`src/rtl/apb_master_bridge.sv`:
```
// ---------------------------------------------------------------------------
// apb_master_bridge
//
// APB3 initiator. It accepts one register-access command at a time from a
// local requester and runs it on the APB bus as a SETUP/ACCESS transfer. It
// then returns read data and error status on a valid/ready response channel.
// Only one transfer is outstanding at a time.
//
// Optional feature (macro APB_MASTER_TIMEOUT_EN):
//   Enables an ACCESS wait counter. When the slave holds PREADY_i low for
//   TIMEOUT_CYCLES cycles, the transfer aborts with rsp_err_o = 1 and
//   rsp_timeout_o = 1. Without the macro, ACCESS waits forever and
//   rsp_timeout_o is tied 0.
//
// Ports:
//   PCLK, PRESET_n         clock, asynchronous active-low reset
//   cmd_valid_i/ready_o    command handshake (ready only in IDLE)
//   cmd_write_i            1 = write, 0 = read
//   cmd_addr_i/wdata_i     target address / write data
//   rsp_valid_o/ready_i    response handshake
//   rsp_rdata_o            read data (0 for writes, errors, timeouts)
//   rsp_err_o              PSLVERR_i seen, or timeout
//   rsp_timeout_o          transfer aborted by timeout
//   busy_o                 FSM not in IDLE
//   PSEL_o .. PWDATA_o     APB requester outputs (registered)
//   PRDATA_i, PREADY_i,
//   PSLVERR_i              APB completer inputs
// ---------------------------------------------------------------------------
module apb_master_bridge #(
   parameter int ADDR_WIDTH     = 3,
   parameter int DATA_WIDTH     = 8,
   parameter int TIMEOUT_CYCLES = 16
) (
   input  logic                  PCLK,
   input  logic                  PRESET_n,
   input  logic                  cmd_valid_i,
   output logic                  cmd_ready_o,
   input  logic                  cmd_write_i,
   input  logic [ADDR_WIDTH-1:0] cmd_addr_i,
   input  logic [DATA_WIDTH-1:0] cmd_wdata_i,
   output logic                  rsp_valid_o,
   input  logic                  rsp_ready_i,
   output logic [DATA_WIDTH-1:0] rsp_rdata_o,
   output logic                  rsp_err_o,
   output logic                  rsp_timeout_o,
   output logic                  busy_o,
   output logic                  PSEL_o,
   output logic                  PENABLE_o,
   output logic                  PWRITE_o,
   output logic [ADDR_WIDTH-1:0] PADDR_o,
   output logic [DATA_WIDTH-1:0] PWDATA_o,
   input  logic [DATA_WIDTH-1:0] PRDATA_i,
   input  logic                  PREADY_i,
   input  logic                  PSLVERR_i
);

   typedef enum logic [1:0] {IDLE, SETUP, ACCESS, RESP} state_t;

   state_t                state_q, state_d;
   logic                  psel_q, psel_d;
   logic                  penable_q, penable_d;
   logic                  pwrite_q, pwrite_d;
   logic [ADDR_WIDTH-1:0] paddr_q, paddr_d;
   logic [DATA_WIDTH-1:0] pwdata_q, pwdata_d;
   logic                  rsp_valid_q, rsp_valid_d;
   logic [DATA_WIDTH-1:0] rsp_rdata_q, rsp_rdata_d;
   logic                  rsp_err_q, rsp_err_d;

`ifdef APB_MASTER_TIMEOUT_EN
   localparam int             CW     = $clog2(TIMEOUT_CYCLES + 1);
   localparam logic [CW-1:0]  TO_LIM = CW'(TIMEOUT_CYCLES);
   logic [CW-1:0] wait_cnt_q, wait_cnt_d;
   logic          rsp_timeout_q, rsp_timeout_d;
`else
   // The limit only matters when the timeout is built in.
   logic [31:0] unused_timeout;
   assign unused_timeout = 32'(TIMEOUT_CYCLES);
`endif

   always_comb begin
      state_d     = state_q;
      psel_d      = psel_q;
      penable_d   = penable_q;
      pwrite_d    = pwrite_q;
      paddr_d     = paddr_q;
      pwdata_d    = pwdata_q;
      rsp_valid_d = rsp_valid_q;
      rsp_rdata_d = rsp_rdata_q;
      rsp_err_d   = rsp_err_q;
`ifdef APB_MASTER_TIMEOUT_EN
      wait_cnt_d    = wait_cnt_q;
      rsp_timeout_d = rsp_timeout_q;
`endif
      unique case (state_q)
         IDLE: begin
            if (cmd_valid_i) begin
               pwrite_d = cmd_write_i;
               paddr_d  = cmd_addr_i;
               pwdata_d = cmd_write_i ? cmd_wdata_i : '0;
               psel_d   = 1'b1;
               state_d  = SETUP;
            end
         end
         SETUP: begin
            penable_d = 1'b1;
            state_d   = ACCESS;
`ifdef APB_MASTER_TIMEOUT_EN
            wait_cnt_d = '0;
`endif
         end
         ACCESS: begin
            // PREADY_i takes priority over a timeout that would expire in the same cycle.
            if (PREADY_i) begin
               rsp_rdata_d = (!pwrite_q && !PSLVERR_i) ? PRDATA_i : '0;
               rsp_err_d   = PSLVERR_i;
               psel_d      = 1'b0;
               penable_d   = 1'b0;
               rsp_valid_d = 1'b1;
               state_d     = RESP;
            end
`ifdef APB_MASTER_TIMEOUT_EN
            else begin
               wait_cnt_d = wait_cnt_q + CW'(1);
               if (wait_cnt_d == TO_LIM) begin
                  rsp_rdata_d   = '0;
                  rsp_err_d     = 1'b1;
                  rsp_timeout_d = 1'b1;
                  psel_d        = 1'b0;
                  penable_d     = 1'b0;
                  rsp_valid_d   = 1'b1;
                  state_d       = RESP;
               end
            end
`endif
         end
         RESP: begin
            // rsp_rdata_o intentionally keeps its value after the handshake.
            if (rsp_ready_i) begin
               rsp_valid_d = 1'b0;
               rsp_err_d   = 1'b0;
`ifdef APB_MASTER_TIMEOUT_EN
               rsp_timeout_d = 1'b0;
`endif
               state_d     = IDLE;
            end
         end
         default: state_d = IDLE;
      endcase
   end

   always_ff @(posedge PCLK or negedge PRESET_n) begin
      if (!PRESET_n) begin
         state_q     <= IDLE;
         psel_q      <= 1'b0;
         penable_q   <= 1'b0;
         pwrite_q    <= 1'b0;
         paddr_q     <= '0;
         pwdata_q    <= '0;
         rsp_valid_q <= 1'b0;
         rsp_rdata_q <= '0;
         rsp_err_q   <= 1'b0;
`ifdef APB_MASTER_TIMEOUT_EN
         wait_cnt_q    <= '0;
         rsp_timeout_q <= 1'b0;
`endif
      end else begin
         state_q     <= state_d;
         psel_q      <= psel_d;
         penable_q   <= penable_d;
         pwrite_q    <= pwrite_d;
         paddr_q     <= paddr_d;
         pwdata_q    <= pwdata_d;
         rsp_valid_q <= rsp_valid_d;
         rsp_rdata_q <= rsp_rdata_d;
         rsp_err_q   <= rsp_err_d;
`ifdef APB_MASTER_TIMEOUT_EN
         wait_cnt_q    <= wait_cnt_d;
         rsp_timeout_q <= rsp_timeout_d;
`endif
      end
   end

   assign cmd_ready_o = (state_q == IDLE);
   assign busy_o      = (state_q != IDLE);
   assign PSEL_o      = psel_q;
   assign PENABLE_o   = penable_q;
   assign PWRITE_o    = pwrite_q;
   assign PADDR_o     = paddr_q;
   assign PWDATA_o    = pwdata_q;
   assign rsp_valid_o = rsp_valid_q;
   assign rsp_rdata_o = rsp_rdata_q;
   assign rsp_err_o   = rsp_err_q;
`ifdef APB_MASTER_TIMEOUT_EN
   assign rsp_timeout_o = rsp_timeout_q;
`else
   assign rsp_timeout_o = 1'b0;
`endif

endmodule

```
`config.mk`:
```
export PLATFORM = sky130hd
export DESIGN_NAME = apb_master_bridge
export DESIGN_NICKNAME = d
export VERILOG_FILES = /design/src/rtl/apb_master_bridge.sv
export SDC_FILE = /design/constraint.sdc
export NUM_CORES = 1
export LEC_CHECK = 0
export ABC_AREA = 1
export CAP_MARGIN = 0
export CORE_MARGIN = 2
export CORE_UTILIZATION = 45
export CTS_CLUSTER_SIZE = 20
export DETAILED_ROUTE_END_ITERATION = 7
export GPL_TIMING_DRIVEN = 1
export PLACE_DENSITY = 0.85
export SETUP_SLACK_MARGIN = 0.15
export SLEW_MARGIN = 20
export SYNTH_ARGS = -nofsm -noshare
export SYNTH_HDL_FRONTEND = slang
export SYNTH_SLANG_ARGS = --single-unit
```
`constraint.sdc`:
```
create_clock -name PCLK -period 2.41 [get_ports PCLK]
set_clock_uncertainty 0.15 [all_clocks]
set_input_delay 0.241 -clock PCLK [delete_from_list [all_inputs] [get_ports PCLK]]
set_output_delay 0.241 -clock PCLK [all_outputs]
set_load 0.02 [all_outputs]
```
# Word-level counts from Yosys, hierarchy flattened
# Index checks and enable logic that the tools add are counted.
# W data, S select, Z words.
# totals
out_inout_bits	27
ff_bits	26
in_bits	26
word_cells	44
# classes
n_eq_ne	6
reduce_logical	14
mux	15
# op_table
cell	count
$mux W8	2
$reduce_and A3 Y1	3
$pmux W1 S2	4
$pmux W2 S4	1
$reduce_bool A2 Y1	4
$mux W2	3
$ne A2 B2 Y1 const B	3
$reduce_and A2 Y1	3
$mux W1	5
$eq A2 B2 Y1 const B	2
$eq A2 B1 Y1 const B	1
$logic_not A1 Y1	2
$logic_not A2 Y1	1
$logic_and A1 B1 Y1	1

# Longest topological paths before layout
# Gate-level depths: netlist (run 1).
# depth
ltp_word	3
mapped_depth	7
ltp_nobuf	7

# Worst setup path after synthesis (run 1)
# No wires, ideal clock.
# synth_path
path_type	register to register
start	register state_q[0]
end	register psel_q (netlist: PSEL_o)
path_buffers	0
slack_ns	0.877
arrival_time_ns	1.265
setup_time_ns	0.118
synth_period_minus_slack_ns	1.533
path_stages_with_launch	8
t_required_ns	2.142
cell_sequence	dfrtp_1 -> inv_1 -> ha_1 -> inv_1 -> nand2_1 -> nand3_1 -> nand2_1 -> nand2_1
# synth_between
elab_chain_len	3
word_cells_on_any_way	7
cone_classes	eq/ne (3); mux (1); reduce/logical (3)
# synth_lines
item	line	rtl
from (decl)	59	state_t state_q, state_d;
from (signal assigned)	167	state_q <= state_d;
$logic_not A2 Y1 *	--	
named net cmd_ready_o	37	output logic cmd_ready_o,
$ne A2 B2 Y1 (no source line) or $reduce_bool A2 Y1 (tied branches)	--	
$reduce_and A3 Y1 (no source line)	--	
to (signal assigned)	168	psel_q <= psel_d;
to (decl)	60	logic psel_q, psel_d;
# Mark *: on every way through the listed nets, which the timed path passes. The rest lies on a longest branch.
# A chain may end at the register's enable or synchronous reset.

# Final worst setup path (run 1)
# layout_path
start	register state_q[0]
end	output busy_o
# layout_between
elab_chain_len	1
# layout_lines
item	line	rtl
$reduce_bool A2 Y1	184	assign busy_o = (state_q != IDLE);
to (decl)	46	output logic busy_o,
# Every way passes these cells.

==> results.tsv, run 1 <==
metric	value	unit
status	complete, no violations	
core area	2690	um^2
routed vias	1116	
Clock power frac	13.0	%
clock tree buffer depth	2	
RSZ-0062 raised after global routing	false	
I/O pin total	53	
number of antenna-violating nets in the routed design	0	
delay of the slowest critical-path stage	600	ps
Fin Hold WS	107	ps
Final Hold Fails	0	
area delta synth->final	47.5	%
vias in the first global route	1101	
Yosys cell types	19	
Final nets	230	
Critical Path, Cell by Cell	inv_1 > ha_1 > inv_1 > clkdlybuf4s50_1	
Setup-failing EPs final	0	
Die ar.	3210	um^2
initial antenna violation count	0	
CTS Buf Count	3	
Post-synth EDFFs	0	
Logic pwr share	54.9	%
GRT Overall Usage	18.5	%
Commonest cells post-synth	nand2_1, dfrtp_1, inv_1, nand3_1, o21ai_2	
buffers added on ports	51	
CP Data Required Time	2020	ps
critical-path maximum fanout	4	
Synth Register Bits	26	
grt ovf	0	
Async SR Flop Fraction	100	%
DRT Pass-1 Iters	5	
CP Launch Type	register	
Placer Congestion	0.828	
Setup Total Neg Slack	0	ps
most frequent cell after synthesis	nand2_1	
CP most frequent cell	inv_1	
fin crit share	90.0	%
Die Wd	56.7	um
worst hold path class	primary input to async pin	
internal power	1.34	mW
routed wire length	2730	um
layout cells sized above 1	11.2	%
ranking of synthesized cells by area	dfrtp_1, nand2_1, ha_1	
Iter 0 DRT Violations	26	
Sw Pwr	0.922	mW
Mapped Cells	143	
delay-heaviest family, CP	buffers and inverters	
Starting Density	46.4	%
max-cap check violation count	0	
clk slew on worst S/H paths	140	ps
Avg WL per Cell	12.0	um
overall power	2.26	mW
share of power burned in registers	32.1	%
row cnt	19	
Seq/Total Area, Yosys	52.2	%
DP HPWL	2200	um
Sink Count	26	
Root Driver	clkbuf_4	
largest net degree at the start of global routing	27	
post-cts sizing count	0	
Max VDD drop	722	uV
Slew Viols, Final	0	
arrival time at the worst endpoint	1780	ps
Setup crit end kind	primary output	
first-pass GRT wire length	4690	um
post-synthesis cell type with the largest combined area	dfrtp_1	
CTS tree	built	
final design area excluding fillers	1840	um^2
WP buf/inv	3	
# diodes	0	
Setup CP Type	register to primary output	
Sw Ratio	40.8	%
leakage	0.922	nW
Die Y	56.7	um
Syn Nets	175	
Yosys warnings	0	
Layout fillers	215	
Most used DFF post-synth	dfrtp_1	
Peak Freq	461	MHz
synthesized area per cell	8.72	um^2
vias per inst	4.89	
share of the synthesized area in the top cell type	52.2	%
slowest stage cell, crit path	clkdlybuf4s50_1	
minimum clock period	2170	ps
post-synthesis instance area	1250	um^2
pwr dens	1230	nW/um^2
Area after DPL	1780	um^2
DRC Markers	0	
Clk Latency, worst-skew pair	310	ps
H-tree depth	1	
power groups by stage:
stage,Clock [mW],Sequential (mW),Combinational [mW]
3_5_place_dp,0,0.737,1.23
6_report,0.293,0.725,1.24
3_3_place_gp,0,0.729,1.19
4_1_cts,0.305,0.731,1.24
5_1_grt,0.321,0.749,1.36
2_1_floorplan,0,0.919,0.530
final cells by class:
cell class              instances  area [um^2]  area share (%)
repair buffers                 54          533            29.0
clock inverters                 1         30.0            1.63
multi-input cells             100          514            27.9
well taps                      31         38.8            2.11
flip-flops and latches         26          651            35.4
inverters                      13         51.3            2.79
clock buffers                   3         22.5            1.22
timing repair:
action | CTS | global route
hold buffers | 0 | 0
endpoints found under the setup margin | 0 | 1
buffers inserted | 0 | 1
logic make-up after synthesis:
kind of cell,count (synthesis),synth area share (%)
compound gates,10,6.62
flops,26,52.2
buf+inv,17,6.62
fa+ha+maj,6,6.02
other cells,1,0.301
simple gates,83,28.3
state kept, by name, indices dropped and copies added, names as in the netlist:
register and flops:
PWRITE_o 1, PSEL_o 1, rsp_err_o 1, rsp_valid_o 1, state_q 2, PENABLE_o 1
PADDR_o 3, PWDATA_o 8, rsp_rdata_o 8
through the flow:
step / util (%) / cells / setup WS [ps]
3_3_place_gp: 66.3 / 223 / 661
6_report: 68.5 / 228 / 242
4_1_cts: 68.2 / 227 / 222
3_5_place_dp: 66.3 / 223 / 592
5_1_grt: 68.5 / 228 / 152
2_1_floorplan: - / 143 / 877
worst paths after layout:
path / from / to / slack, ps / cells past startpoint
worst max-delay path: state_q[0]$_DFFE_PN0P_ / busy_o / 240 / 4
worst min-delay path: PRESET_n / PWDATA_o[6]$_DFFE_PN0P_ / 110 / 2
worst max register to register: state_q[0]$_DFFE_PN0P_ / PWRITE_o$_DFFE_PN0P_ / 720 / 7
worst min register to register: rsp_valid_o$_DFFE_PN0P_ / rsp_valid_o$_DFFE_PN0P_ / 340 / 2
max in group asynchronous: PRESET_n / rsp_valid_o$_DFFE_PN0P_ / 1750 / 2
min in group PCLK: cmd_wdata_i[5] / PWDATA_o[5]$_DFFE_PN0P_ / 300 / 3
cells in the final DEF (no fill, tap or decap):
cell,synthesis,final
nand2_1,62,62
clkdlybuf4s50_1,0,51
dfrtp_1,26,26
inv_1,11,11
nand3_1,10,10
o21ai_2,8,8
ha_1,6,6
nand4_1,5,5
nand2_2,3,3
clkbuf_4,0,3
buf_4,2,3
inv_2,1,1
inv_4,1,1
nor2_2,1,1
nand3_2,1,1
nor2_1,1,1
o211ai_1,1,1
o21ai_1,1,1
conb_1,1,1
bufinv_16,0,1
routing by layer:
metal	part of all wire (%)	routed length, um	track usage, %
met1	40	1090	22.7
met3	9.2	251	5.76
met2	50	1370	31.2
met5	0	0	0
met4	0.77	21	5.44
No activity file was read; power rests on OpenSTA's default activity.
==> run 2, diff against run 1 <==
- CORE_UTILIZATION: 45 -> 38
- PLACE_DENSITY: 0.85 -> 0.82
- clock period: 2.41 -> 1.85 ns (I/O delays scaled with it)
==> run 2 against run 1 <==
Against the previous run: hold slack worse by 47 ps; clock power down 2%; worst setup slack lost 38 ps; final area rose by 1.1%; critical path depth down 3; combinational power is 31% higher; largest power group unchanged; largest cell class unchanged; sequential cell count unchanged; total power up 26%; global-route usage fell by 3.2 points; highest routed layer unchanged; sequential share of layout area is 0.38 points lower; register-to-register slack lost 390 ps.
==> results.tsv, run 2 (synthesis gave the netlist of run 1 again) <==
metric	value	unit	change
Fin Hold WS	59.2	ps	was 107 ps
leakage	0.947	nW	was 0.922 nW
most common cell after layout, fill and taps aside	nand2_1		unchanged
pwr dens	1530	nW/um^2	was 1230 nW/um^2
Iter 0 DRT Violations	39		was 26
clock tree buffer depth	2		unchanged
DRC Markers	0		unchanged
Critical Path, Cell by Cell	clkdlybuf4s50_1		was inv_1 > ha_1 > inv_1 > clkdlybuf4s50_1
Die ar.	3760	um^2	was 3210 um^2
delay-heaviest family, CP	buffers and inverters		unchanged
minimum clock period	1650	ps	
CTS Buf Count	3		unchanged
Max VDD drop	777	uV	was 722 uV
internal power	1.65	mW	was 1.34 mW
CTS tree	built		unchanged
number of antenna-violating nets in the routed design	0		unchanged
Sw Ratio	42.0	%	was 40.8%
area delta synth->final	49.1	%	was 47.5%
RSZ-0062 raised after global routing	false		unchanged
Setup WS post-layout	204	ps	was 242 ps
Peak Freq	607	MHz	
FF-to-FF Start	state_q[0]$_DFFE_PN0P_		unchanged
Logic pwr share	57.5	%	was 54.9%
grt ovf	0		unchanged
first-pass GRT wire length	4310	um	was 4690 um
Area after DPL	1800	um^2	was 1780 um^2
Layout fillers	288		was 215
initial antenna violation count	0		unchanged
slowest stage cell, crit path	clkdlybuf4s50_1		unchanged
Slew Viols, Final	0		unchanged
status	complete, no violations		unchanged
WP buf/inv	1		was 3
H-tree depth	1		unchanged
# diodes	0		unchanged
worst slack at placement	96.8	ps	was 592 ps
Clk Latency, worst-skew pair	320	ps	was 310 ps
vias per inst	4.53		was 4.89
Placer Congestion	0.757		was 0.828
Final Hold Fails	0		unchanged
GRT Overall Usage	15.3	%	was 18.5%
Setup Total Neg Slack	0	ps	unchanged
FF+latch area	651	um^2	unchanged
multi-input logic area	527	um^2	was 514 um^2
I/O pin total	53		unchanged
Setup CP Type	register to primary output		unchanged
buffers added on ports	51		unchanged
CP Data Required Time	1510	ps	was 2020 ps
Setup-failing EPs final	0		unchanged
Die Wd	61.3	um	was 56.7 um
max-cap check violation count	0		unchanged
fin crit share	89.0	%	
vias in the first global route	1020		was 1101
Starting Density	40.5	%	was 46.4%
crit path from	PWDATA_o[1]$_DFFE_PN0P_		was state_q[0]$_DFFE_PN0P_
Avg WL per Cell	11.1	um	was 12.0 um
clk slew on worst S/H paths	140	ps	about the same
Clock power frac	10.1	%	was 13.0%
largest net degree at the start of global routing	27		unchanged
layout cells sized above 1	13.6	%	was 11.2%
routed vias	1096		was 1116
Setup crit end kind	primary output		unchanged
post-layout util	60.4	%	was 68.5%
DRT Pass-1 Iters	4		was 5
Root Driver	clkbuf_4		unchanged
routed wire length	2690	um	was 2730 um
Sw Pwr	1.19	mW	was 0.922 mW
Sink Count	26		unchanged
row cnt	20		was 19
Die Y	61.3	um	was 56.7 um
critical-path maximum fanout	2		was 4
CP Launch Type	register		unchanged
most frequent cells in the layout	nand2_1, clkdlybuf4s50_1, dfrtp_1, inv_1, nand3_1		unchanged
core area	3080	um^2	was 2690 um^2
share of power burned in registers	32.4	%	was 32.1%
arrival time at the worst endpoint	1310	ps	was 1780 ps
dpl cells	236		was 223
worst hold path class	primary input to async pin		unchanged
overall power	2.84	mW	was 2.26 mW
final design area excluding fillers	1860	um^2	was 1840 um^2
DP HPWL	1950	um	was 2200 um
final std cells w/o fill	242		was 228
delay of the slowest critical-path stage	610	ps	was 600 ps
Final nets	231		was 230
-- run 2: changes by cell type in the layout (fill, tap and decap cells not counted), sizes merged --
| cell | previous run | this run |
|---|---|---|
| dlygate4sd2 | 0 | 1 |
| buf | 3 | 4 |
| clkbuf | 3 | 5 |
| bufinv | 1 | 0 |
| clkdlybuf4s15 | 0 | 1 |
| clkdlybuf4s50 | 51 | 46 |
| dlymetal6s2s | 0 | 2 |
-- run 2: timing repair --
| action | CTS | global route |
|---|---|---|
| setup buffers | 2 | 0 |
| resized for setup | 8 | 4 |
| hold buffers | 0 | 0 |
| endpoints found under the setup margin | 3 | 4 |
| pin swaps | 0 | 0 |
-- run 2: layout make-up --
| cell class | count | share of cell area (%) |
|---|---|---|
| Clock buffer | 4 | 1.95 |
| Inverter | 13 | 2.76 |
| Multi-Input combinational cell | 100 | 28.3 |
| Timing Repair Buffer | 55 | 29.1 |
| Tap cell | 44 | 2.96 |
| Sequential cell | 26 | 35.0 |
-- run 2: final timing paths --
kind | to | slack (ps) | cells after the start
min reg2reg | PSEL_o$_DFFE_PN0P_ | 340 | 2
max reg2reg | state_q[0]$_DFFE_PN0P_ | 330 | 6
max in group asynchronous | PWDATA_o[3]$_DFFE_PN0P_ | 1240 | 2
min in group PCLK | PADDR_o[1]$_DFFE_PN0P_ | 230 | 3
min | rsp_valid_o$_DFFE_PN0P_ | 60 | 2
max | PWDATA_o[1] | 200 | 1
-- run 2: routing by layer --
layer	wire length, um	GRT usage (%)	vias to the layer above
li1	-	-	561
met5	0	0	-
met3	229	4.20	2
met1	1270	19.8	490
met2	1180	24.9	43
met4	10	4.97	0
-- run 2: worst reg2reg max path: stages (launching register included) --
cell and delay (ps):
dfrtp_1 420, buf_4 150, ha_1 230, nand2_1 210, nand3_1 140, nand2_1 80, nand2_1 50
-- run 2: power groups by stage --
stage,Combinational (mW),Sequential (mW),Clock (mW)
after global routing,1.82,0.951,0.318
after global placement,1.57,0.947,0
after floorplan,0.691,1.20,0
after detailed placement,1.59,0.948,0
final,1.63,0.922,0.288
after CTS,1.63,0.925,0.303
